### src/rtl/week6_ex1_logic_pipe.sv
// week6_ex1_logic_pipe
//
// Purpose:
//   Applies one of eight bitwise logic operations to two WIDTH-bit operands.
//   Results are queued in a DEPTH-entry first-word-fall-through FIFO.
//   The operand side and the result side each have a valid/ready handshake,
//   so the source and the consumer can stall independently.
//
// Parameters:
//   WIDTH  operand/result width in bits (>= 1)
//   DEPTH  FIFO depth in entries (power of two, >= 2)
//
// Ports:
//   clk           sole clock, rising edge
//   rst           asynchronous, active-high reset
//   in_valid      operand beat offered
//   in_ready      block can accept a beat this cycle
//   op            operation select, sampled with the beat
//   a, b          operands
//   out_valid     head result available
//   out_ready     consumer takes the head result
//   out_y         head result (0 when empty)
//   level         number of stored entries
//   result_count  saturating count of completed pops
//                 (present only when LOGIC_PIPE_STATS_EN is defined)
//
// Optional feature macro: LOGIC_PIPE_STATS_EN
module week6_ex1_logic_pipe #(
  parameter int WIDTH = 8,
  parameter int DEPTH = 4
) (
  input  logic                     clk,
  input  logic                     rst,
  input  logic                     in_valid,
  output logic                     in_ready,
  input  logic [2:0]               op,
  input  logic [WIDTH-1:0]         a,
  input  logic [WIDTH-1:0]         b,
  output logic                     out_valid,
  input  logic                     out_ready,
  output logic [WIDTH-1:0]         out_y,
`ifdef LOGIC_PIPE_STATS_EN
  output logic [15:0]              result_count,
`endif
  output logic [$clog2(DEPTH):0]   level
);

  localparam int PW = $clog2(DEPTH);
  localparam int LW = PW + 1;

  typedef enum logic [2:0] {
    OP_AND  = 3'b000,
    OP_OR   = 3'b001,
    OP_XOR  = 3'b010,
    OP_NAND = 3'b011,
    OP_NOR  = 3'b100,
    OP_XNOR = 3'b101,
    OP_NOTA = 3'b110,
    OP_PASS = 3'b111
  } op_e;

  logic [WIDTH-1:0] mem [DEPTH];
  logic [PW-1:0]    wr_ptr;
  logic [PW-1:0]    rd_ptr;
  logic [WIDTH-1:0] result;
  logic             push;
  logic             pop;

  // Ready depends only on registered occupancy; a full FIFO never lets a
  // beat through even when the consumer is popping in the same cycle.
  assign in_ready  = (level < LW'(DEPTH));
  assign out_valid = (level != '0);
  assign push      = in_valid && in_ready;
  assign pop       = out_valid && out_ready;

  // Head entry is gated so a stale slot never shows on an empty FIFO.
  assign out_y = out_valid ? mem[rd_ptr] : '0;

  always_comb begin
    result = '0;
    case (op_e'(op))
      OP_AND:  result = a & b;
      OP_OR:   result = a | b;
      OP_XOR:  result = a ^ b;
      OP_NAND: result = ~(a & b);
      OP_NOR:  result = ~(a | b);
      OP_XNOR: result = ~(a ^ b);
      OP_NOTA: result = ~a;
      OP_PASS: result = a;
      default: result = '0;
    endcase
  end

  // Storage: the computed result is written, not the operands.
  always_ff @(posedge clk or posedge rst) begin
    if (rst) begin
      for (int i = 0; i < DEPTH; i++) begin
        mem[i] <= '0;
      end
    end else if (push) begin
      mem[wr_ptr] <= result;
    end
  end

  // Pointers wrap naturally because DEPTH is a power of two.
  always_ff @(posedge clk or posedge rst) begin
    if (rst) begin
      wr_ptr <= '0;
      rd_ptr <= '0;
    end else begin
      if (push) begin
        wr_ptr <= wr_ptr + 1'b1;
      end
      if (pop) begin
        rd_ptr <= rd_ptr + 1'b1;
      end
    end
  end

  // A simultaneous push and pop leaves the occupancy unchanged.
  always_ff @(posedge clk or posedge rst) begin
    if (rst) begin
      level <= '0;
    end else begin
      case ({push, pop})
        2'b10:   level <= level + 1'b1;
        2'b01:   level <= level - 1'b1;
        default: level <= level;
      endcase
    end
  end

`ifdef LOGIC_PIPE_STATS_EN
  // Counts retired results and sticks at the maximum instead of wrapping.
  always_ff @(posedge clk or posedge rst) begin
    if (rst) begin
      result_count <= '0;
    end else if (pop && (result_count != 16'hFFFF)) begin
      result_count <= result_count + 16'd1;
    end
  end
`endif

endmodule

### config.mk
export PLATFORM = sky130hd
export DESIGN_NAME = week6_ex1_logic_pipe
export DESIGN_NICKNAME = d
export VERILOG_FILES = /design/src/rtl/week6_ex1_logic_pipe.sv
export SDC_FILE = /design/constraint.sdc
export NUM_CORES = 1
export LEC_CHECK = 0
export ABC_AREA = 1
export BUFFER_PORTS_ARGS = -buffer_cell sky130_fd_sc_hd__buf_2
export CORE_MARGIN = 4
export CORE_UTILIZATION = 54
export CTS_BUF_LIST = sky130_fd_sc_hd__clkbuf_2 sky130_fd_sc_hd__clkbuf_4 sky130_fd_sc_hd__clkbuf_8
export DETAILED_ROUTE_END_ITERATION = 16
export PLACE_DENSITY = 0.78
export SETUP_SLACK_MARGIN = 0.3
export SLEW_MARGIN = 25
export SYNTH_ARGS = -nofsm -noshare
export SYNTH_HDL_FRONTEND = slang
export SYNTH_SLANG_ARGS = --single-unit
export TNS_END_PERCENT = 50
### constraint.sdc
create_clock -name clk -period 1.81 [get_ports clk]
set_input_delay 0.181 -clock clk [delete_from_list [all_inputs] [get_ports clk]]
set_output_delay 0.181 -clock clk [all_outputs]
set_load 0.02 [all_outputs]
==> results.toml, run 1 <==
[cells_and_area]
finalNetCount = 499
antenna_cells = 0
drive_gt1_share_pct = 20.4
multi_input_area_sq_um = 1590
nFillCells = 421
area_growth_syn_to_layout_pct = 18.3
seq_area_sq_um = 981

[logic_synthesis]
avgSynthCellArea_sq_um = 6.84
synth_top_family_by_area = "simple AND/OR/NAND/NOR gates"
synth_warnings = 0
synth_mux_area_share_pct = 0
yosys.area_share.simple_pct = 37.7
syn_area_sq_um = 2790
yosysUniqueCellTypes = 22
synth_nets = 453
synth-compound-area-share_pct = 6.45
synth_seq_cells = 39
netlist_instances = 408
yosysSeqAreaShare_pct = 35.0
synth-xor-area-share_pct = 1.57
synth_adder_area_share_pct = 10.1

[power]
netSwitchingFraction_pct = 44.5
p_int_w = 0.00267
share_clk_of_total_power_pct = 15.0
p_leak_nw = 1.83
p_sw_w = 0.00214
p_seq_share_pct = 32.4
total_power_w = 0.00482
cellPowerDensity_nw_per_um2 = 1460
ir_drop_v = 0.000834
comb_power_share_pct = 52.6

[drt]
wirelength_mm = 7.20
highest_layer = "met4"
detail_route.wl_per_cell_um = 13.8
ant_nets = 0
met1_length_mm = 3.17
drc = 0
first_pass_iters = 10
vias_per_cell = 5.37
vias = 2801
route.met3.wl_um = 402
dr_wl_met2_mm = 3.48
first_iter_violations = 275

[floorplanning]
initial_core_util_pct = 57.6
fp-row-count = 25
design.core.area_sq_um = 4850
die_h_um = 79.9
io_pins = 36
die_area_sq_um = 6380
die_w_um = 79.9

[worst_setup_path]
cpLargestDelayFamily = "flip-flops"
path_buf_inv = 2
cp_common_cell = "nor2_1"
slowest_stage = "dfrtp_2"
start_kind = "flop"
crit_cells = 6
cp_max_fo = 18
worstSetupPathType = "flop to output pin"
worstPathRequired_ns = 1.63
critical_path_arrival_ns = 1.49
crit_chain = "buf_12, nor2_1, nor2_1, o21ai_0, a21oi_1, buf_4"
rr_worst_depth = 8
slowest_delay_ns = 0.42
cp-end-kind = "output pin"

[sta]
max_clock_freq_mhz = 597
finalHoldViolCount = 0
fin_tns_setup_ns = 0
post-route-min-period_ns = 1.68
rsz0062_at_grt = "true"
relSlewSlack_pct = 59.9
slew_violations = 0
period_share_pct = 92.6
skew_ns = 0.00734
setup_violations = 0
worstMarginPinSlew_ns = 0.601

[placed_design]
place_congestion = 0.861
io_buffers = 35
hpwlAfterDp_mm = 5.10

[global_routing]
track_usage_pct = 24.2
grt_antenna_before_repair = 0
grt_pass1_vias = 2617
grt_max_degree = 26
grt_pass1_wl_mm = 12.2
overflow = 0

[status]
status = "finished, final reports clean"

[cts]
clock_sinks = 39
clkLatencyLatePin_ns = 0.29
cts_made_buffers = 5
htree_levels = 2
cts_tree = "yes"
path_clk_slew_ns = 0.08
clockBufferDepth = 2
cts-root-buf = "clkbuf_8"

[worst_hold_path]
min_path_type = "primary input to flop"
holdPathStages = 3

[job]
cap_violations = 0
Yosys cell counts (all sizes together):
library cell | count | area, sq um
nand4 | 18 | 113
nor2 | 60 | 230
o21ai | 27 | 135
nor3 | 2 | 20.0
clkinv | 1 | 3.75
inv | 51 | 191
xnor2 | 1 | 8.76
a21oi | 9 | 45.0
clkbuf | 2 | 7.51
nand3 | 27 | 175
xor2 | 4 | 35.0
buf | 9 | 55.1
ha | 21 | 263
fa | 1 | 20.0
dfrtp | 39 | 976
nand2 | 136 | 513
metrics by stage:
step / worst slack [ns] / cells / hold WS [ns] / area [sq um] / util [%]
after detailed placement: 0.0927 / 508 / 0.280 / 3080 / 63.6
after global placement: 0.116 / 508 / 0.288 / 3080 / 63.6
after global routing: 0.0402 / 522 / 0.228 / 3300 / 68.1
after floorplan: 0.0674 / 408 / 0.386 / 2810 / -
final: 0.134 / 522 / 0.209 / 3300 / 68.1
after CTS: 0.163 / 521 / 0.216 / 3270 / 67.4
sequential cells by signal, indices dropped and copies added, names as in the netlist:
register	count
mem	32
level	3
rd_ptr	2
wr_ptr	2
layout by cell type, fill, tap and decap left out, types with 8 or more instances in the layout:
master / synthesis / layout
o21ai_0: 26 / 16
nand2_1: 135 / 134
nand4_1: 18 / 18
ha_1: 21 / 20
nand3_2: 8 / 8
inv_2: 7 / 8
nor2_1: 58 / 57
a21oi_1: 9 / 8
inv_1: 44 / 42
buf_4: 4 / 18
buf_2: 5 / 28
dfrtp_1: 39 / 35
nand3_1: 19 / 19
worst min-delay path: cells and delay by family:
kind	cells	cell delay [ns]
simple gates	1	0.09
xor+xnor	1	0.08
buf+inv	1	0.10
power by group through the flow:
| stage | clock network (W) | logic [W] | registers [W] |
|---|---|---|---|
| floorplan | 0 | 0.00155 | 0.00152 |
| global placement | 0 | 0.00217 | 0.00153 |
| detailed placement | 0 | 0.00221 | 0.00155 |
| CTS | 0.000726 | 0.00239 | 0.00155 |
| global route | 0.000771 | 0.00282 | 0.00161 |
| finish | 0.000723 | 0.00253 | 0.00156 |
area by class of cell:
type | count | share of cell area (%)
Tap cell | 67 | 2.54
Timing Repair inverter | 1 | 0.227
Timing Repair Buffer | 49 | 9.85
Sequential cell | 39 | 29.7
Multi-Input combinational cell | 306 | 48.2
Clock inverter | 3 | 1.33
Inverter | 52 | 6.06
Clock buffer | 5 | 2.08
layer usage:
layer	global-route usage (%)	vias to the layer above
met3	3.27	12
met4	10.1	0
li1	-	1384
met2	38.7	86
met1	32.6	1319
met5	0	-
repair_timing:
| action | in CTS | in global routing |
|---|---|---|
| hold buffers | 1 | 0 |
| setup buffers | 3 | 1 |
| pin swaps | 5 | 2 |
| hold endpoints to repair | 14 | 0 |
| gates resized for setup | 16 | 13 |
| cloned | 1 | 0 |
| setup endpoints to repair | 11 | 21 |
cells by family after synthesis:
| kind of cell | after synthesis |
|---|---|
| compound gates | 36 |
| xor+xnor | 5 |
| fa+ha+maj | 22 |
| buf+inv | 63 |
| flops | 39 |
| simple gates | 243 |
worst paths after layout:
| path | end | slack (ns) | start |
|---|---|---|---|
| min in group asynchronous | level[0]$_DFFE_PP0P_ | 0.49 | rst |
| hold reg to reg | mem[1]$_DFFE_PP0P_ | 0.48 | mem[1]$_DFFE_PP0P_ |
| hold / removal | wr_ptr[0]$_DFFE_PP0P_ | 0.21 | in_valid |
| max in group asynchronous | mem[1]$_DFFE_PP0P_ | 0.78 | rst |
| setup reg to reg | level[2]$_DFFE_PP0P_ | 0.19 | level[2]$_DFFE_PP0P_ |
| setup / recovery | out_y[1] | 0.13 | rd_ptr[0]$_DFFE_PP0P_ |
No activity file was read; power rests on OpenSTA's default activity.
==> inputs of run 2 (changes only) <==
--- a/config.mk
+++ b/config.mk
@@ -7,9 +7,9 @@
 export LEC_CHECK = 0
 export ABC_AREA = 1
 export BUFFER_PORTS_ARGS = -buffer_cell sky130_fd_sc_hd__buf_2
-export CORE_MARGIN = 4
+export CORE_MARGIN = 5
 export CORE_UTILIZATION = 54
-export CTS_BUF_LIST = sky130_fd_sc_hd__clkbuf_2 sky130_fd_sc_hd__clkbuf_4 sky130_fd_sc_hd__clkbuf_8
+export CTS_BUF_LIST = sky130_fd_sc_hd__clkbuf_8
 export DETAILED_ROUTE_END_ITERATION = 16
 export PLACE_DENSITY = 0.78
 export SETUP_SLACK_MARGIN = 0.3
==> run 2 against run 1 <==
The run now ends with negative hold slack left; largest power group unchanged; critical endpoint is now out_y[2]; die area grew 5.1%; power grew 2.6%; clock-buffer cell count is the same; largest cell class unchanged; fmax grew 1.7%; flip-flop and latch count is the same; clock power grew 17%; first-iteration DRC count shrank 28%; clock skew shrank 0.00069 ns; critical path depth is the same.
==> results.toml, run 2 (synthesized netlist as in run 1, its figures left out) <==
[status]
status = "complete, but fails checks"
violations = "negative hold slack"

[worst_setup_path]
slowest_delay_ns = 0.43
crit_cells = 6
worstSetupPathType = "flop to output pin"
cpLargestDelayFamily = "flip-flops"
cp_max_fo = 13
path_buf_inv = 2
worstPathRequired_ns = 1.63
rr_worst_depth = 8
cp_common_cell = "nor2_1"
cp-end-kind = "output pin"
crit_chain = "buf_12, nor2_1, nor2_1, o21ai_0, a21oi_1, buf_4"
slowest_stage = "dfrtp_2"
critical_path_arrival_ns = 1.47
start_kind = "flop"

[drt]
vias_per_cell = 5.18
drc = 0
detail_route.wl_per_cell_um = 13.1
first_pass_iters = 4
first_iter_violations = 198
wirelength_mm = 6.87
vias = 2727
ant_nets = 0

[sta]
max_clock_freq_mhz = 607
rsz0062_at_grt = "true"
slew_violations = 0
relSlewSlack_pct = 61.4
fin_tns_setup_ns = 0
setup_violations = 0
period_share_pct = 91.0
post-route-min-period_ns = 1.65
worst_slack_ns = 0.163
skew_ns = 0.00665
hold-worst-slack_ns = -0.00474
finalHoldViolCount = 18
worstMarginPinSlew_ns = 0.576

[power]
cellPowerDensity_nw_per_um2 = 1490
p_int_w = 0.00287
share_clk_of_total_power_pct = 17.1
p_sw_w = 0.00207
ir_drop_v = 0.000694
p_seq_share_pct = 31.5
comb_power_share_pct = 51.4
p_leak_nw = 1.85
netSwitchingFraction_pct = 42.0

[cts]
htree_levels = 2
cts_made_buffers = 5
cts-root-buf = "clkbuf_8"
path_clk_slew_ns = 0.08
clkLatencyLatePin_ns = 0.29
ctsHoldBuffers = 0
clock_sinks = 39
cts_tree = "yes"
clockBufferDepth = 2

[global_routing]
grt_pass1_wl_mm = 11.4
grt_max_degree = 40
grt_antenna_before_repair = 0
grt_pass1_vias = 2511
overflow = 0
track_usage_pct = 22.2

[floorplanning]
design.core.area_sq_um = 5070
die_h_um = 81.9
fp-row-count = 26
initial_core_util_pct = 55.0
die_w_um = 81.9
io_pins = 36
die_area_sq_um = 6710

[cells_and_area]
final_area_sq_um = 3310
mostFrequentLayoutCell = "nand2_1"
reg_top3 = "mem x32, level x3"
largest_reg_flops = 32
largest-register = "mem"
finalNetCount = 500
final_util_pct = 65.2
final_cell_mix = "nand2_1 (134), nor2_1 (56), inv_1 (44)"
nFillCells = 472
antenna_cells = 0
drive_gt1_share_pct = 20.0
area_growth_syn_to_layout_pct = 18.6

[placed_design]
place_ws_ns = 0.135
place_congestion = 0.853
post_dp_cell_area_sq_um = 3090
hpwlAfterDp_mm = 4.96
io_buffers = 35

[job]
cap_violations = 0

[worst_hold_path]
min_path_type = "primary input to async pin"
[run 2: path summary, 6_finish.rpt]
path	start	endpoint	slack (ns)
max in group asynchronous	rst	level[1]$_DFFE_PP0P_	1.45
min reg2reg	mem[23]$_DFFE_PP0P_	mem[23]$_DFFE_PP0P_	0.48
max	rd_ptr[0]$_DFFE_PP0P_	out_y[2]	0.16
min	rst	mem[27]$_DFFE_PP0P_	-0.005
min in group clk	in_valid	wr_ptr[0]$_DFFE_PP0P_	0.23
max reg2reg	level[2]$_DFFE_PP0P_	level[2]$_DFFE_PP0P_	0.17
[run 2: worst min-delay path, delay by kind of cell]
kind | cells | cell delay (ns)
buffers and inverters | 3 | 0.54
[run 2: final cells by class]
cell class	count	area, sq um	area share (%)
clock buffer	5	68.8	2.08
clock inverter	3	63.8	1.93
inverter	52	196	5.94
multi-input combinational	306	1580	47.9
sequential	39	981	29.6
tap	70	87.6	2.65
timing repair buffer	51	328	9.91
[run 2: layer usage]
metal  track usage (%)  up-vias  part of all wire [%]
li1                  -     1382                     -
met1              29.5     1265                    44
met2              36.3       75                    48
met3              3.18        5                   6.2
met4              8.47        0                   1.2
met5                 0        -                     0
[run 2: timing repair]
action | in CTS | in global routing
gates resized for setup | 8 | 9
setup buffers | 3 | 3
setup endpoints to repair | 11 | 25
gates cloned | 0 | 0
pin swaps | 1 | 2
[run 2: power groups by stage]
stage          Sequential [W]  Clock (W)  Combinational [W]
3_5_place_dp          0.00158          0            0.00224
4_1_cts               0.00155   0.000855            0.00240
5_1_grt               0.00160   0.000888            0.00284
6_report              0.00155   0.000844            0.00254
3_3_place_gp          0.00156          0            0.00219
2_1_floorplan         0.00152          0            0.00155
[run 2: per-stage QoR]
step,power [W],instances
2_1_floorplan,0.00307,408
3_3_place_gp,0.00375,512
3_5_place_dp,0.00382,512
4_1_cts,0.00480,523
5_1_grt,0.00532,526
6_report,0.00494,526
==> inputs of run 3 (changes only) <==
--- a/config.mk
+++ b/config.mk
@@ -7,11 +7,12 @@
 export LEC_CHECK = 0
 export ABC_AREA = 1
 export BUFFER_PORTS_ARGS = -buffer_cell sky130_fd_sc_hd__buf_2
-export CORE_MARGIN = 5
+export CORE_MARGIN = 2
 export CORE_UTILIZATION = 54
 export CTS_BUF_LIST = sky130_fd_sc_hd__clkbuf_8
 export DETAILED_ROUTE_END_ITERATION = 16
 export PLACE_DENSITY = 0.78
+export RECOVER_POWER = 50
 export SETUP_SLACK_MARGIN = 0.3
 export SLEW_MARGIN = 25
 export SYNTH_ARGS = -nofsm -noshare
==> run 3 against run 2 <==
The run now ends clean; design area decreased by 0.64%; power shrank 4.9%; final cell count fell by 0.19%; sequential share of layout area rose by 0.19 points; via count grew 0.22%; worst setup slack lost 0.036 ns; routed wire length decreased by 1.0%; sequential power about the same; critical path depth is 1 lower; largest cell class unchanged.
==> results.toml, run 3 (synthesized netlist as in run 1, its figures left out) <==
[cells_and_area]
mostFrequentLayoutCell = "nand2_1"
antenna_cells = 0
seq_area_sq_um = 981
largest-register = "mem"
final_cell_mix = "nand2_1 (132), nor2_1 (57), inv_1 (45)"
reg_top3 = "mem x32, level x3"
largest_reg_flops = 32
finalNetCount = 500
multi_input_area_sq_um = 1610
nFillCells = 437
drive_gt1_share_pct = 19.6
area_growth_syn_to_layout_pct = 17.8

[floorplanning]
initial_core_util_pct = 55.4
design.core.area_sq_um = 5040
io_pins = 36
fp-row-count = 26
die_w_um = 75.9
die_h_um = 75.9
die_area_sq_um = 5760

[drt]
vias_per_cell = 5.21
wirelength_mm = 6.80
detail_route.wl_per_cell_um = 12.9
drc = 0
ant_nets = 0
vias = 2733
first_iter_violations = 171
first_pass_iters = 4

[sta]
relSlewSlack_pct = 36.0
max_clock_freq_mhz = 594
finalHoldViolCount = 0
period_share_pct = 93.0
post-route-min-period_ns = 1.68
rsz0062_at_grt = "true"
setup_violations = 0
worstMarginPinSlew_ns = 0.960
slew_violations = 0
skew_ns = 0.0105
fin_tns_setup_ns = 0

[cts]
htree_levels = 2
clkLatencyLatePin_ns = 0.30
path_clk_slew_ns = 0.08
cts-root-buf = "clkbuf_8"
cts_tree = "yes"
clock_sinks = 39
clockBufferDepth = 2
cts_made_buffers = 5

[power]
p_leak_nw = 1.83
cellPowerDensity_nw_per_um2 = 1430
total_power_w = 0.00470
ir_drop_v = 0.000777

[worst_setup_path]
path_buf_inv = 3
worstPathRequired_ns = 1.63
worstSetupPathType = "flop to output pin"
crit_chain = "clkinvlp_4, buf_6, o21ai_0, a21oi_1, buf_2"
cpLargestDelayFamily = "buffers and inverters"
critical_path_arrival_ns = 1.50
start_kind = "flop"
slowest_delay_ns = 0.46
cp-end-kind = "output pin"
cp_max_fo = 10
slowest_stage = "dfrtp_2"

[placed_design]
io_buffers = 35
place_congestion = 0.835
hpwlAfterDp_mm = 4.73

[global_routing]
grt_antenna_before_repair = 0
grt_pass1_wl_mm = 10.9
track_usage_pct = 24.6
grt_pass1_vias = 2404
grt_max_degree = 40
overflow = 0

[job]
cap_violations = 0

[worst_hold_path]
min_path_type = "primary input to async pin"

[status]
status = "finished, final reports clean"
[run 3: cell count changes in the layout (fill, tap and decap cells not counted), moves of 2 or more]
cell,previous run,this run
nand2_1,134,132
nor2_2,4,2
o21ai_0,22,13
o21ai_1,4,11
o21ai_2,1,3
buf_4,23,16
bufinv_16,2,0
nand2_2,2,4
inv_2,8,4
inv_4,0,3
buf_6,0,4
clkbuf_1,0,3
[run 3: worst min-delay path, stage by stage]
cell	delay [ns]
buf_2	0.09
inv_1	0.04
clkbuf_2	0.72
[run 3: what timing repair did]
item	CTS	global route
setup endpoints to repair	11	35
buffers inserted	7	1
pin swaps	5	4
hold buffers	0	0
resized for setup	16	23
[run 3: worst paths after layout]
check                                 startpoint                    end  slack [ns]  depth (start not counted)
setup / recovery           rd_ptr[0]$_DFFE_PP0P_               out_y[1]        0.13                          5
hold / removal                               rst  rd_ptr[0]$_DFFE_PP0P_        0.16                          3
setup reg to reg            level[2]$_DFFE_PP0P_   level[2]$_DFFE_PP0P_        0.16                          8
hold reg to reg               mem[6]$_DFFE_PP0P_     mem[6]$_DFFE_PP0P_        0.48                          2
max in group asynchronous                    rst   level[2]$_DFFE_PP0P_        1.00                          3
min in group clk                        in_valid  wr_ptr[0]$_DFFE_PP0P_        0.28                          3
[run 3: per-stage QoR]
step / util (%) / instance area (sq um) / setup WS [ns] / cells / hold WS, ns
after floorplan: - / 2810 / 0.0674 / 408 / 0.386
after global placement: 60.8 / 3070 / 0.118 / 510 / 0.323
after detailed placement: 60.8 / 3070 / 0.0496 / 510 / 0.329
after CTS: 64.1 / 3230 / 0.132 / 524 / 0.00815
after global routing: 65.2 / 3290 / 0.0577 / 525 / 0.269
final: 65.2 / 3290 / 0.127 / 525 / 0.164
[run 3: layout make-up]
cell class	count	area share (%)
clock inverters	2	0.228
repair buffers	51	9.93
flip-flops and latches	39	29.8
multi-input cells	306	48.9
clock buffers	5	2.09
inverters	52	6.32
well taps	70	2.66
[run 3: layer usage]
| layer | track usage (%) | share of wire (%) |
|---|---|---|
| met3 | 4.50 | 5.8 |
| met4 | 8.38 | 1.3 |
| met5 | 0 | 0 |
| met1 | 30.9 | 44 |
| met2 | 42.3 | 49 |
[run 3: power by group]
part	switching [W]	total [W]	internal, W
combinational	0.00154	0.00259	0.00105
sequential	0.000278	0.00156	0.00128
clock	0.000290	0.000544	0.000254
total	0.00211	0.00470	0.00259
